[config.mk]
export PLATFORM = sky130hd
export DESIGN_NAME = sha256_round_ctrl_flat
export DESIGN_NICKNAME = d
export VERILOG_FILES = /design/src/rtl/sha256_round_ctrl_pkg.sv /design/src/rtl/sha256_round_ctrl_if.sv /design/src/rtl/sha256_round_ctrl.sv /design/src/flat_wrapper.sv
export SDC_FILE = /design/constraint.sdc
export NUM_CORES = 1
export LEC_CHECK = 0
export ABC_AREA = 0
export CAP_MARGIN = 20
export CORE_ASPECT_RATIO = 2
export CORE_MARGIN = 1.5
export CORE_UTILIZATION = 25
export DETAILED_ROUTE_END_ITERATION = 10
export PLACE_DENSITY = 0.43
export REMOVE_ABC_BUFFERS = 1
export SLEW_MARGIN = 20
export SYNTH_ARGS = -nofsm -noshare
export SYNTH_HDL_FRONTEND = slang
export SYNTH_SLANG_ARGS = --single-unit
export TNS_END_PERCENT = 10
[constraint.sdc]
create_clock -name clk -period 2.7 [get_ports clk]
set_input_delay 0.54 -clock clk [delete_from_list [all_inputs] [get_ports clk]]
set_output_delay 0.54 -clock clk [all_outputs]
set_load 0.01 [all_outputs]
[src/rtl/sha256_round_ctrl_pkg.sv]
// Shared constants, state encodings and output payload for the SHA-256 round sequencer.
package sha256_round_ctrl_pkg;

    localparam int unsigned ROUNDS      = 64;
    localparam int unsigned MSG_WORDS   = 16;
    localparam int unsigned ROM_LATENCY = 1;
    localparam int unsigned RIDX_W      = $clog2(ROUNDS);

    localparam logic [2:0] ST_IDLE  = 3'd0;
    localparam logic [2:0] ST_PRIME = 3'd1;
    localparam logic [2:0] ST_ROUND = 3'd2;
    localparam logic [2:0] ST_FINAL = 3'd3;
    localparam logic [2:0] ST_DONE  = 3'd4;

    typedef struct packed {
        logic [RIDX_W-1:0] k_addr;
        logic              k_ena;
        logic              init_load;
        logic              round_valid;
        logic [RIDX_W-1:0] round_idx;
        logic              w_sel_msg;
        logic              final_add;
        logic              busy;
        logic              done;
    } seq_out_t;

endpackage

[src/rtl/sha256_round_ctrl_if.sv]
// Handshake and strobe bundle between block controller, round sequencer and K ROM / datapath.
interface sha256_round_ctrl_if;
    import sha256_round_ctrl_pkg::*;

    logic              start;
    logic              stall;
    logic              abort;
    logic [RIDX_W-1:0] k_addr;
    logic              k_ena;
    logic              init_load;
    logic              round_valid;
    logic [RIDX_W-1:0] round_idx;
    logic              w_sel_msg;
    logic              final_add;
    logic              busy;
    logic              done;

    modport master (
        output start, stall, abort,
        input  k_addr, k_ena, init_load, round_valid, round_idx,
               w_sel_msg, final_add, busy, done
    );

    modport slave (
        input  start, stall, abort,
        output k_addr, k_ena, init_load, round_valid, round_idx,
               w_sel_msg, final_add, busy, done
    );

endinterface

[src/rtl/sha256_round_ctrl.sv]
// Sequences one SHA-256 compression pass: primes the K ROM, issues 64 rounds, then final-add.
// All outputs are registered from the next state, so start/stall/abort act one cycle later.
module sha256_round_ctrl
    import sha256_round_ctrl_pkg::*;
(
    input  logic                    clk,
    input  logic                    rst,
    sha256_round_ctrl_if.slave      bus
);

    localparam logic [RIDX_W-1:0] LAST_ROUND = RIDX_W'(ROUNDS - 1);
    localparam logic [RIDX_W-1:0] MSG_LIMIT  = RIDX_W'(MSG_WORDS);
    localparam logic [RIDX_W-1:0] PREFETCH   = RIDX_W'(ROM_LATENCY);

    logic [2:0]        state_q, state_d;
    logic [RIDX_W-1:0] r_q, r_d;
    seq_out_t          out_q, out_d;

    always_ff @(posedge clk or negedge rst) begin
        if (!rst) begin
            state_q <= ST_IDLE;
            r_q     <= '0;
            out_q   <= '0;
        end else begin
            state_q <= state_d;
            r_q     <= r_d;
            out_q   <= out_d;
        end
    end

    // Round advances only after a cycle that actually issued a round, keeping r aligned with the ROM.
    always_comb begin
        state_d = state_q;
        r_d     = r_q;
        out_d   = '0;

        case (state_q)
            ST_IDLE:  if (bus.start) state_d = ST_PRIME;
            ST_PRIME: begin
                state_d = ST_ROUND;
                r_d     = '0;
            end
            ST_ROUND: begin
                if (out_q.round_valid) begin
                    if (r_q == LAST_ROUND) state_d = ST_FINAL;
                    else                   r_d = RIDX_W'(r_q + 1'b1);
                end
            end
            ST_FINAL: state_d = ST_DONE;
            ST_DONE:  state_d = ST_IDLE;
            default:  state_d = ST_IDLE;
        endcase

        if (bus.abort && (state_q != ST_IDLE)) state_d = ST_IDLE;
        if (state_d != ST_ROUND) r_d = '0;

        case (state_d)
            ST_PRIME: begin
                out_d.k_ena     = 1'b1;
                out_d.init_load = 1'b1;
                out_d.busy      = 1'b1;
            end
            ST_ROUND: begin
                out_d.busy        = 1'b1;
                out_d.round_idx   = r_d;
                out_d.round_valid = !bus.stall;
                out_d.w_sel_msg   = !bus.stall && (r_d < MSG_LIMIT);
                // During a stall the ROM enable drops so it keeps presenting K[r].
                out_d.k_ena       = !bus.stall && (r_d != LAST_ROUND);
                out_d.k_addr      = out_d.k_ena ? RIDX_W'(r_d + PREFETCH) : r_d;
            end
            ST_FINAL: begin
                out_d.final_add = 1'b1;
                out_d.busy      = 1'b1;
            end
            ST_DONE:  out_d.done = 1'b1;
            default:  out_d = '0;
        endcase
    end

    assign bus.k_addr      = out_q.k_addr;
    assign bus.k_ena       = out_q.k_ena;
    assign bus.init_load   = out_q.init_load;
    assign bus.round_valid = out_q.round_valid;
    assign bus.round_idx   = out_q.round_idx;
    assign bus.w_sel_msg   = out_q.w_sel_msg;
    assign bus.final_add   = out_q.final_add;
    assign bus.busy        = out_q.busy;
    assign bus.done        = out_q.done;

endmodule

[src/flat_wrapper.sv]
// flat-port wrapper written by rule: the top's interface ports become plain ports
module sha256_round_ctrl_flat import sha256_round_ctrl_pkg::*;
  (clk, rst, bus_start, bus_stall, bus_abort, bus_k_addr, bus_k_ena, bus_init_load, bus_round_valid, bus_round_idx, bus_w_sel_msg, bus_final_add, bus_busy, bus_done);
  sha256_round_ctrl_if bus_i ();
  input  logic clk;
  input  logic rst;
  input wire logic [$bits(bus_i.start)-1:0] bus_start;
  input wire logic [$bits(bus_i.stall)-1:0] bus_stall;
  input wire logic [$bits(bus_i.abort)-1:0] bus_abort;
  output wire logic [$bits(bus_i.k_addr)-1:0] bus_k_addr;
  output wire logic [$bits(bus_i.k_ena)-1:0] bus_k_ena;
  output wire logic [$bits(bus_i.init_load)-1:0] bus_init_load;
  output wire logic [$bits(bus_i.round_valid)-1:0] bus_round_valid;
  output wire logic [$bits(bus_i.round_idx)-1:0] bus_round_idx;
  output wire logic [$bits(bus_i.w_sel_msg)-1:0] bus_w_sel_msg;
  output wire logic [$bits(bus_i.final_add)-1:0] bus_final_add;
  output wire logic [$bits(bus_i.busy)-1:0] bus_busy;
  output wire logic [$bits(bus_i.done)-1:0] bus_done;
  assign bus_i.start = bus_start;
  assign bus_i.stall = bus_stall;
  assign bus_i.abort = bus_abort;
  assign bus_k_addr = bus_i.k_addr;
  assign bus_k_ena = bus_i.k_ena;
  assign bus_init_load = bus_i.init_load;
  assign bus_round_valid = bus_i.round_valid;
  assign bus_round_idx = bus_i.round_idx;
  assign bus_w_sel_msg = bus_i.w_sel_msg;
  assign bus_final_add = bus_i.final_add;
  assign bus_busy = bus_i.busy;
  assign bus_done = bus_i.done;
  sha256_round_ctrl u_core (.clk(clk), .rst(rst), .bus(bus_i));
endmodule
==> results.cfg, run 1 <==
[status]
status = completed

[cts]
cts_tree = done
worstSkewPairLatency_ns = 0.27
clock_sinks = 27
cts_root_buf = clkbuf_8
clk_pin_slew_worst_paths_ns = 0.09
htree_levels = 1
cts_hold_buf = 0
cts_buffers = 3
clockBufferDepth = 2

[power_and_ir_drop]
power_density_mw_per_mm2 = 610
power.internal_mw = 0.794
p_clk_frac = 0.192
p_seq_frac = 0.430
p_leak_nw = 0.858
swShare = 0.336
vdd_drop_max_mv = 0.345
power.switching_mw = 0.401
pwr-share-comb = 0.378

[detailed_routing]
wire_per_inst_um = 16.2
vias = 1122
drt_pre_antenna_iters = 4
ant_nets = 0
viasPerCell = 4.88
drt_wl_total_mm = 3.72
drt-initial-drc-count = 17
drc_errors = 0

[timing]
max_slew_margin = 0.590
setup_slack_ns = 0.108
worst_slew_pin_slew_ns = 0.612
fmax_ghz = 0.386
hold_viol = 0
drv_slew = 0
fin_crit_sh = 0.960
setup_viol = 0
rsz0062_at_grt = no
min_period_ns = 2.59
holdWs_ns = 0.603
fin_skew_ns = 0.00617

[final_layout]
register_area_um2 = 679
multi_input_area_um2 = 694
layout-drive-gt1-share = 0.353
layout_common_cells = 31 x buf_4, 24 x dfrtp_1, 22 x clkdlybuf4s50_1
nNetsFinal = 178
area_growth_pct = 41.7
final_area_mm2 = 0.00196
n_fill_cell = 555
diodes = 0
layout_commonest_cell = buf_4

[floorplan]
die_area_mm2 = 0.00601
die_h_um = 108
row_count = 38
io_pins = 24
die_w_um = 55.6
start_util = 0.257
coreArea_mm2 = 0.00537

[synth]
ys_seq_area_frac = 0.489
ys.flop_type = dfrtp_1
async_reset_ff_frac = 1.00
netlist.area_leader.share = 0.489
ys_types = 45
avgSynthCellArea_um2 = 11.7
syn-cell-area_mm2 = 0.00138
synth-edff-count = 0
ys_warn_count = 0
yosys-top-cells-area = dfrtp_1 49%, nor4b_4 3.4%, nor3_1 2.9%, and3_1 2.7%, nor2_1 2.2%
ys_ff_latch = 27
yosys.area.top_type = dfrtp_1
syn_inst = 118

[hold_path]
hp-class = in -> reg

[place]
place_area_mm2 = 0.00183
numPortBuffers = 23
hpwl_mm = 2.85
dp_slack_ns = -0.321
globalplace.congestion = 0.908

[global_routing]
grt_pass1_wl_mm = 6.26
grt.overflow.total = 0
grt_max_degree = 28
grt_pass1_vias = 1242
globalRouteTotalUtil = 0.136
antenna_found_initial = 0

[worst_setup_path]
crit_fanout = 8
critPathCaptureType = register
cp.required_ns = 2.90
worstPathArrival_ns = 2.79
cp-start-kind = register
crit_type = reg -> reg

[run]
max-cap-violations = 0
## layer usage
layer	global-route usage	routed length (um)	vias up
met5	0	0	-
met4	0.0749	86	0
li1	-	-	537
met1	0.148	1360	563
met3	0.0156	57	6
met2	0.252	2220	16
## state kept, by name, summed over array words and instances (netlist names)
name	count
u_core.state_q	3
u_core.bus.k_ena	1
u_core.bus.k_addr	6
u_core.bus.init_load	1
u_core.bus.done	1
u_core.bus.busy	1
u_core.bus.round_valid	1
u_core.r_q	6
u_core.bus.w_sel_msg	1
u_core.bus.round_idx	5
u_core.bus.final_add	1
## repair_timing
item	CTS	global route
resized for setup	5	11
setup buffers	1	6
setup endpoints to repair	2	7
pin swaps	2	8
## area by class of cell
cell class	count	share of cell area
inverters	2	0.00383
multi-input cells	83	0.354
flip-flops and latches	27	0.347
clock buffers	4	0.0230
well taps	60	0.0383
repair buffers	54	0.234
## power groups by stage
| stage | clock, mW | combinational [mW] | sequential [mW] |
|---|---|---|---|
| floorplan | 0 | 0.192 | 0.533 |
| detailed placement | 0 | 0.439 | 0.519 |
| global placement | 0 | 0.438 | 0.518 |
| finish | 0.230 | 0.452 | 0.514 |
| global route | 0.263 | 0.492 | 0.524 |
| CTS | 0.240 | 0.442 | 0.512 |
## per-stage QoR
step / std cells / utilization / power, mW / TNS, ns
5_1_grt: 230 / 0.365 / 1.28 / 0
2_1_floorplan: 112 / - / 0.725 / -0.0234
4_1_cts: 224 / 0.353 / 1.19 / 0
3_3_place_gp: 219 / 0.340 / 0.956 / -1.67
6_report: 230 / 0.365 / 1.20 / 0
3_5_place_dp: 219 / 0.340 / 0.958 / -1.72
## synth_stat cells, types with 3 or more instances
| cell | instances |
|---|---|
| dfrtp_1 | 27 |
| nor2_1 | 8 |
| nor3_1 | 8 |
| and3_1 | 6 |
| nand2_1 | 6 |
| a311oi_1 | 3 |
| a31oi_1 | 3 |
| buf_2 | 3 |
| nand3_1 | 3 |
| or2_2 | 3 |
## cell families after synthesis
kind of cell	Yosys count	synth area share
AOI/OAI and AO/OA	20	0.145
xor gates and xnor gates	4	0.0308
adders and majority gates	2	0.0181
buffers and inverters	8	0.0353
DFF	27	0.489
muxes	4	0.0308
and+or+nand+nor	53	0.252
## final timing paths
kind	end	slack (ns)	cells past startpoint	startpoint
min in group asynchronous	u_core.bus.round_idx[1]	0.64	2	rst
setup reg to reg	u_core.bus.k_addr[4]	0.11	10	u_core.state_q[2]
max in group asynchronous	u_core.state_q[2]	1.76	2	rst
hold reg to reg	u_core.state_q[2]	0.71	2	u_core.state_q[2]
hold / removal	u_core.state_q[2]	0.60	3	bus_abort
setup / recovery	u_core.bus.k_addr[4]	0.11	10	u_core.state_q[2]
## critical path, cell delays in order, from the launching register on
cell and delay [ns]:
dfrtp_2 0.48, and4bb_4 0.43, o21ai_1 0.11, mux2i_1 0.20, and3_1 0.23, ha_2 0.19
nor3b_4 0.25, a41oi_2 0.16, buf_4 0.18, nand3_1 0.09, mux2i_1 0.20
Note: power is estimated with default switching activity, not from simulation.
==> inputs of run 2 (changes only) <==
--- a/config.mk
+++ b/config.mk
@@ -11,7 +11,8 @@
 export CORE_MARGIN = 1.5
 export CORE_UTILIZATION = 25
 export DETAILED_ROUTE_END_ITERATION = 10
-export PLACE_DENSITY = 0.43
+export PLACE_DENSITY_LB_ADDON = 0.25
+export RECOVER_POWER = 100
 export REMOVE_ABC_BUFFERS = 1
 export SLEW_MARGIN = 20
 export SYNTH_ARGS = -nofsm -noshare
==> results.cfg, run 2 (synthesis gave the netlist of run 1 again) <==
[power_and_ir_drop]
power_density_mw_per_mm2 = 612
vdd_drop_max_mv = 0.313
p_leak_nw = 0.858
total_power_mw = 1.19

[worst_setup_path]
r2r_end = u_core.bus.k_addr[2]
critPathCaptureType = register
cp.required_ns = 2.87
cp-start-kind = register
rr_worst_depth = 10
crit_type = reg -> reg
crit_fanout = 4
worstPathArrival_ns = 2.71
ff2ff_setup_slack_ns = 0.17
r2r_start = u_core.r_q[0]

[global_routing]
grt_pass1_vias = 1227
grt.overflow.total = 0
globalRouteTotalUtil = 0.129
antenna_found_initial = 0
grt_max_degree = 28
grt_pass1_wl_mm = 5.98

[timing]
setup_viol = 0
hold_viol = 0
fin_skew_ns = 0.00708
holdWs_ns = 0.669
max_slew_margin = 0.0271
drv_slew = 0
min_period_ns = 2.53
fmax_ghz = 0.395
worst_slew_pin_slew_ns = 1.46
fin_crit_sh = 0.938

[floorplan]
die_area_mm2 = 0.00601
die_h_um = 108
coreArea_mm2 = 0.00537
row_count = 38
start_util = 0.257
die_w_um = 55.6
io_pins = 24

[cts]
cts_hold_buf = 0
clockBufferDepth = 2
clock_sinks = 27
clk_pin_slew_worst_paths_ns = 0.10
cts_buffers = 3
worstSkewPairLatency_ns = 0.28
cts_root_buf = clkbuf_8
htree_levels = 1
cts_tree = done

[place]
hpwl_mm = 2.89
post-place-cells = 219
numPortBuffers = 23
globalplace.congestion = 0.922

[detailed_routing]
wire_per_inst_um = 16.2
drt_pre_antenna_iters = 4
met3WireLength_um = 77
drc_errors = 0
top_layer_used = met4
wl_met2_mm = 2.20
drt-initial-drc-count = 15
drt_wl_total_mm = 3.69
ant_nets = 0
met1_length_mm = 1.26
vias = 1143
viasPerCell = 5.01

[final_layout]
layout_common_cells = 27 x buf_4, 24 x dfrtp_1, 21 x clkdlybuf4s50_1
postLayoutCoreUtil = 0.362
finalNonFillerCells = 228
diodes = 0
nNetsFinal = 176
layout_commonest_cell = buf_4
area_growth_pct = 40.5
layout-drive-gt1-share = 0.321
n_fill_cell = 552

[status]
status = completed

[hold_path]
hp-class = in -> reg
hold_path.startpoint = bus_abort
holdPathEnd = u_core.state_q[2]
hold_depth = 3

[run]
max-cap-violations = 0
==> run 2: what timing repair did <==
action / in CTS / in global routing
buffers inserted: 0 / 5
endpoints found under the setup margin: 0 / 7
resized for setup: 0 / 13
==> run 2: metrics by stage <==
step           TNS [ns]  area [um^2]  setup WS (ns)
3_5_place_dp      -1.39         1830         -0.267
6_report              0         1940          0.167
2_1_floorplan   -0.0234         1340        -0.0234
3_3_place_gp      -1.32         1830         -0.244
5_1_grt        -0.00231         1940       -0.00231
4_1_cts               0         1870         0.0126
==> run 2: where the power goes <==
part           leakage, nW  internal, mW  switching, mW
Sequential           0.365         0.458         0.0609
Combinational        0.467         0.220          0.215
Clock               0.0255         0.104          0.131
Total                0.858         0.782          0.408
==> run 2: worst max path at each step <==
stage	from	end	slack (ns)
2_1_floorplan	u_core.r_q[0]	u_core.bus.k_addr[2]	-0.02
3_3_place_gp	bus_abort	u_core.bus.k_addr[2]	-0.24
3_5_place_dp	bus_abort	u_core.bus.k_addr[2]	-0.27
4_1_cts	u_core.r_q[1]	u_core.bus.k_addr[2]	0.01
5_1_grt	u_core.r_q[0]	u_core.bus.k_addr[2]	-0.002
6_report	u_core.r_q[0]	u_core.bus.k_addr[2]	0.17
==> run 2: metal layers <==
metal,global-route usage,vias to the layer above
li1,-,536
met4,0.0976,0
met5,0,-
met3,0.0132,11
met2,0.242,25
met1,0.125,571
==> run 2: critical path: stages (launching register included) <==
cell and delay, ns:
dfrtp_1 0.39, ha_1 0.21, and2_4 0.19, a211oi_4 0.30, a311oi_2 0.08, or2_4 0.28, ha_1 0.21, nor3b_4 0.16
a41oi_2 0.21, nand2_1 0.09, mux2_1 0.31
==> run 2: layout make-up <==
| type | count | area [um^2] | area share |
|---|---|---|---|
| multi-input cells | 83 | 692 | 0.356 |
| flip-flops and latches | 27 | 679 | 0.350 |
| repair buffers | 52 | 443 | 0.228 |
| well taps | 60 | 75.1 | 0.0386 |
| clock buffers | 3 | 41.3 | 0.0212 |
| inverters | 2 | 7.51 | 0.00386 |
| clock inverters | 1 | 5.00 | 0.00258 |
==> patch 1, RTL diff (settings of run 1) <==
The package constant `ROUNDS` goes from 64 to 128.
--- a/src/rtl/sha256_round_ctrl_pkg.sv
+++ b/src/rtl/sha256_round_ctrl_pkg.sv
@@ -1,7 +1,7 @@
 // Shared constants, state encodings and output payload for the SHA-256 round sequencer.
 package sha256_round_ctrl_pkg;
 
-    localparam int unsigned ROUNDS      = 64;
+    localparam int unsigned ROUNDS      = 128;
     localparam int unsigned MSG_WORDS   = 16;
     localparam int unsigned ROM_LATENCY = 1;
     localparam int unsigned RIDX_W      = $clog2(ROUNDS);
Interface: changed (resized bus_k_addr and bus_round_idx); port bits go from 24 to 26. The function was not compared with the original's and may differ.
==> patch 1 against run 1 <==
  * Fmax rose by 0.32%
  * First-iteration DRC count rose by 110%
  * Sequential cell count up 3
  * Setup slack gained 8.2 ps
  * Routed wire length rose by 19%
  * Synthesized area grew 16%
  * Final area grew 19%
  * Total power grew 19%
  * Critical endpoint is now u_core.bus.k_addr[5]
==> patch 1: results (changes against run 1) <==
CTS buffer count 5 (was 3); Synth Area in Compound Gates 16.1% (was 14.5%); Worst-path clk slew 50 ps (was 90 ps); dpl hpwl 3.44 mm (was 2.85 mm); post-synth cell types 52 (was 45); Worst VDD drop 0.000290 V (was 0.000345 V); layout cell share with drive strength beyond 1 36.4% (was 35.3%); # fillers 675 (was 555); fin nets 204 (was 178); Synth area leaders dfrtp_1, nor4b_4, buf_6 (was dfrtp_1, nor4b_4, nor3_1); XOR/XNOR Fraction of Synth Area 2.82% (was 3.08%); global-route wire length before repair 7.26 mm (was 6.26 mm); met3 usage 2.46% (was 1.56%); Routed WL per cell 15.5 um (was 16.2 um); clk root buf clkbuf_16 (was clkbuf_8); Leak 1.06 nW (was 0.858 nW); status finished clean (unchanged); Layout Cells excl Fill 284 (was 230); post-synthesis mux area share 3.45% (was 3.08%); number of global-route vias before repair 1,455 (was 1,242); Hold Path Class flip-flop to flip-flop (was input pin to flip-flop); port bufs 25 (was 23); most frequent cells after synthesis dfrtp_1, nand2_1, nor2_1 (was dfrtp_1, nor2_1, nor3_1); Power Density 607 nW/um2 (was 610 nW/um2); largest net degree at the start of global routing 31 (was 28); dpl ws -106 ps (was -321 ps); H-tree depth 2 (was 1); M2 GR Usage 26.1% (was 25.2%); Clock Skews 3.37 ps (was 6.17 ps); Synth Area in Adders 1.57% (was 1.81%); met1 global-route usage 14.6% (was 14.8%); Placed Area 2120 um2 (was 1830 um2); crit-path max FO 5 (was 8)
[patch 1: cell types whose count changed in the layout (fill, tap and decap cells not counted), sizes merged, moves of 3 or more]
cell	change
inv	+4
o21a	+3
and2	+4
nand2	+6
clkbuf	+3
dfrtp	+3
a41oi	-3
nor4	+3
nor3	-8
clkdlybuf4s50	+3
nand3	+5
[patch 1: worst max-delay path, cell delays in order (launching register included)]
cell and delay (ps):
dfrtp_1 390, ha_4 170, nand3_4 100, o211ai_1 270, mux2_2 380, and2_1 190
ha_2 190, and3_4 170, a311oi_2 240, mux2_1 340
[patch 1: report_power, final]
part | switching, W | internal, W
Sequential | 0.0000261 | 0.000481
Clock | 0.000196 | 0.000417
Combinational | 0.000148 | 0.000152
Total | 0.000371 | 0.00105
[patch 1: area by class of cell]
class                   instances  share of cell area, %
multi-input cells              97                   34.2
flip-flops and latches         30                   32.1
repair buffers                 57                   21.0
clock buffers                   8                   7.12
well taps                      86                   4.60
inverters                       6                  0.964
[patch 1: repair_timing]
item                       in CTS  in global routing
pin swaps                       1                  1
resized for setup               0                  8
setup endpoints to repair       2                  4
setup buffers                   1                  0
[patch 1: path summary, 6_finish.rpt]
kind,start,cells after the start,to,slack (ps)
min reg2reg,u_core.r_q[6],1,u_core.bus.round_idx[6],560
max,u_core.bus.round_idx[0],9,u_core.bus.k_addr[5],120
max reg2reg,u_core.bus.round_idx[0],9,u_core.bus.k_addr[5],120
max in group asynchronous,rst,2,u_core.state_q[0],1720
min in group asynchronous,rst,2,u_core.bus.round_idx[6],670
min,u_core.r_q[6],1,u_core.bus.round_idx[6],560
[patch 1: per-layer routing]
layer	vias to the layer above	wire (um)
li1	626	-
met1	644	1540
met2	43	2560
met3	12	147
met4	0	170
met5	-	0
==> patch 2, RTL diff (settings of run 1) <==
Without the edit above. Take the reset off `r_q` and load it in a clocked block of its own.
--- a/src/rtl/sha256_round_ctrl.sv
+++ b/src/rtl/sha256_round_ctrl.sv
@@ -19,13 +19,15 @@
     always_ff @(posedge clk or negedge rst) begin
         if (!rst) begin
             state_q <= ST_IDLE;
-            r_q     <= '0;
             out_q   <= '0;
         end else begin
             state_q <= state_d;
-            r_q     <= r_d;
             out_q   <= out_d;
         end
+    end
+
+    always_ff @(posedge clk) begin
+        r_q <= r_d;
     end
 
     // Round advances only after a cycle that actually issued a round, keeping r aligned with the ROM.
Check against the original RTL: same outputs for any inputs over 10 cycles, from zero or initial values and one cycle with rst low; that may be too few to reach the edited logic, so the function may still have changed.
==> patch 2 against run 1 <==
  * Worst hold slack improved by 3.8 ps
  * Count of clock-buffer cells in the layout did not move
  * Die area fell by 0.87%
  * Sequential cell count rose by 1
  * Clock power rose by 15%
  * Total power rose by 4.7%
  * Routed wire length fell by 0.62%
  * Synthesized area fell by 0.90%
  * Final area fell by 1.6%
  * Setup slack improved by 30 ps
  * Highest routed layer unchanged
==> patch 2: results (changes against run 1) <==
status finished clean (unchanged); router iterations before antenna repair 3 (was 4); # fillers 566 (was 555); dpl ws -343 ps (was -321 ps); gp weighted congestion 0.863 (was 0.908); largest net degree at the start of global routing 23 (was 28); Synth area leaders dfrtp_1, dfxtp_1, nor4b_4 (was dfrtp_1, nor4b_4, nor3_1); layout cell share with drive strength beyond 1 29.9% (was 35.3%); placed insts 220 (was 219); crit-path max FO 5 (was 8); Tot GR Track Use 13.5% (was 13.6%); Worst R2R Setup Slack 140 ps (was 110 ps); first-iteration detailed-routing DRC count 21 (was 17); number of global-route vias before repair 1,229 (was 1,242); Layout Cells excl Fill 227 (was 230); most frequent cells after synthesis dfrtp_1, nor2_1, nor3_1 (unchanged); Placed Area 1820 um2 (was 1830 um2); global-route wire length before repair 6.22 mm (was 6.26 mm); Worst VDD drop 0.000440 V (was 0.000345 V); number of vias per cell 4.81 (was 4.88); clk root buf clkbuf_8 (unchanged); Leak 0.836 nW (was 0.858 nW); Clock Skews 10.8 ps (was 6.17 ps); WP data arrival 2720 ps (was 2790 ps); minimum clock period 2560 ps (was 2590 ps); final WL 3.70 mm (was 3.72 mm); fin nets 175 (was 178); Hold Path Class input pin to asynchronous set/reset pin (was input pin to flip-flop); dpl hpwl 2.90 mm (was 2.85 mm)
## patch 2: cell types whose count changed in the layout (fill, tap and decap cells not counted), moves of 2 or more
cell,before,now
buf_4,31,27
dfrtp_1,24,21
and3_1,4,6
dfxtp_1,0,6
dfrtp_2,3,1
## patch 2: stage by stage
step	util [%]	hold WS [ps]
after floorplan	-	244
after detailed placement	33.9	631
after CTS	35.4	622
after global placement	33.9	626
after global routing	35.9	646
final	35.9	606
## patch 2: final timing paths
| kind | depth (start not counted) | to | startpoint |
|---|---|---|---|
| worst max-delay path | 10 | u_core.bus.k_addr[2] | u_core.r_q[0] |
| worst min-delay path | 2 | u_core.bus.k_addr[1] | rst |
| worst max register to register | 10 | u_core.bus.k_addr[2] | u_core.r_q[0] |
| worst min register to register | 1 | u_core.bus.done | u_core.state_q[2] |
| max in group asynchronous | 2 | u_core.state_q[0] | rst |
| min in group clk | 1 | u_core.bus.done | u_core.state_q[2] |
## patch 2: kinds of logic (layout without fill, tap and decap cells)
kind of cell / count (synthesis) / count (layout) / synth area share (%)
AND/OR/NAND/NOR: 53 / 53 / 25.4
flip-flops: 28 / 28 / 49.0
AO/OA/AOI/OAI: 20 / 20 / 14.6
buffers and inverters: 7 / 56 / 3.01
XOR/XNOR: 4 / 4 / 3.11
multiplexers: 4 / 4 / 3.10
adder cells (fa/ha/maj): 2 / 2 / 1.83
## patch 2: report_power, final
| part | internal [W] | switching [W] | total [W] |
|---|---|---|---|
| Sequential | 0.000470 | 0.0000557 | 0.000526 |
| Combinational | 0.000233 | 0.000228 | 0.000461 |
| Clock | 0.000131 | 0.000134 | 0.000265 |
| Total | 0.000834 | 0.000418 | 0.00125 |
## patch 2: metal layers
layer  share of wire (%)  up-vias  global-route usage [%]
met2                  58       16                    26.9
met5                   0        -                       0
met4                 2.8        0                    5.92
li1                    -      533                       -
met1                  37      535                    13.2
met3                 2.5        9                    2.04
## patch 2: critical path, stage by stage, from the launching register on
cell and delay (ps):
dfxtp_1 350, ha_2 230, and2_1 200, a211oi_4 290, a311oi_2 80, or2_4 280
ha_1 220, nor3b_4 160, a41oi_2 250, nand2_1 90, mux2_1 320
## patch 2: layout make-up
cell class | instances | area (um2) | share of cell area [%]
inverters | 2 | 7.51 | 0.389
repair buffers | 50 | 435 | 22.6
flip-flops and latches | 28 | 672 | 34.8
well taps | 60 | 75.1 | 3.89
multi-input cells | 83 | 683 | 35.4
clock buffers | 4 | 55.1 | 2.86
## patch 2: repair_timing
item	in CTS	in global routing
buffers inserted	1	2
endpoints found under the setup margin	1	7
pin swaps	2	2
resized for setup	3	5
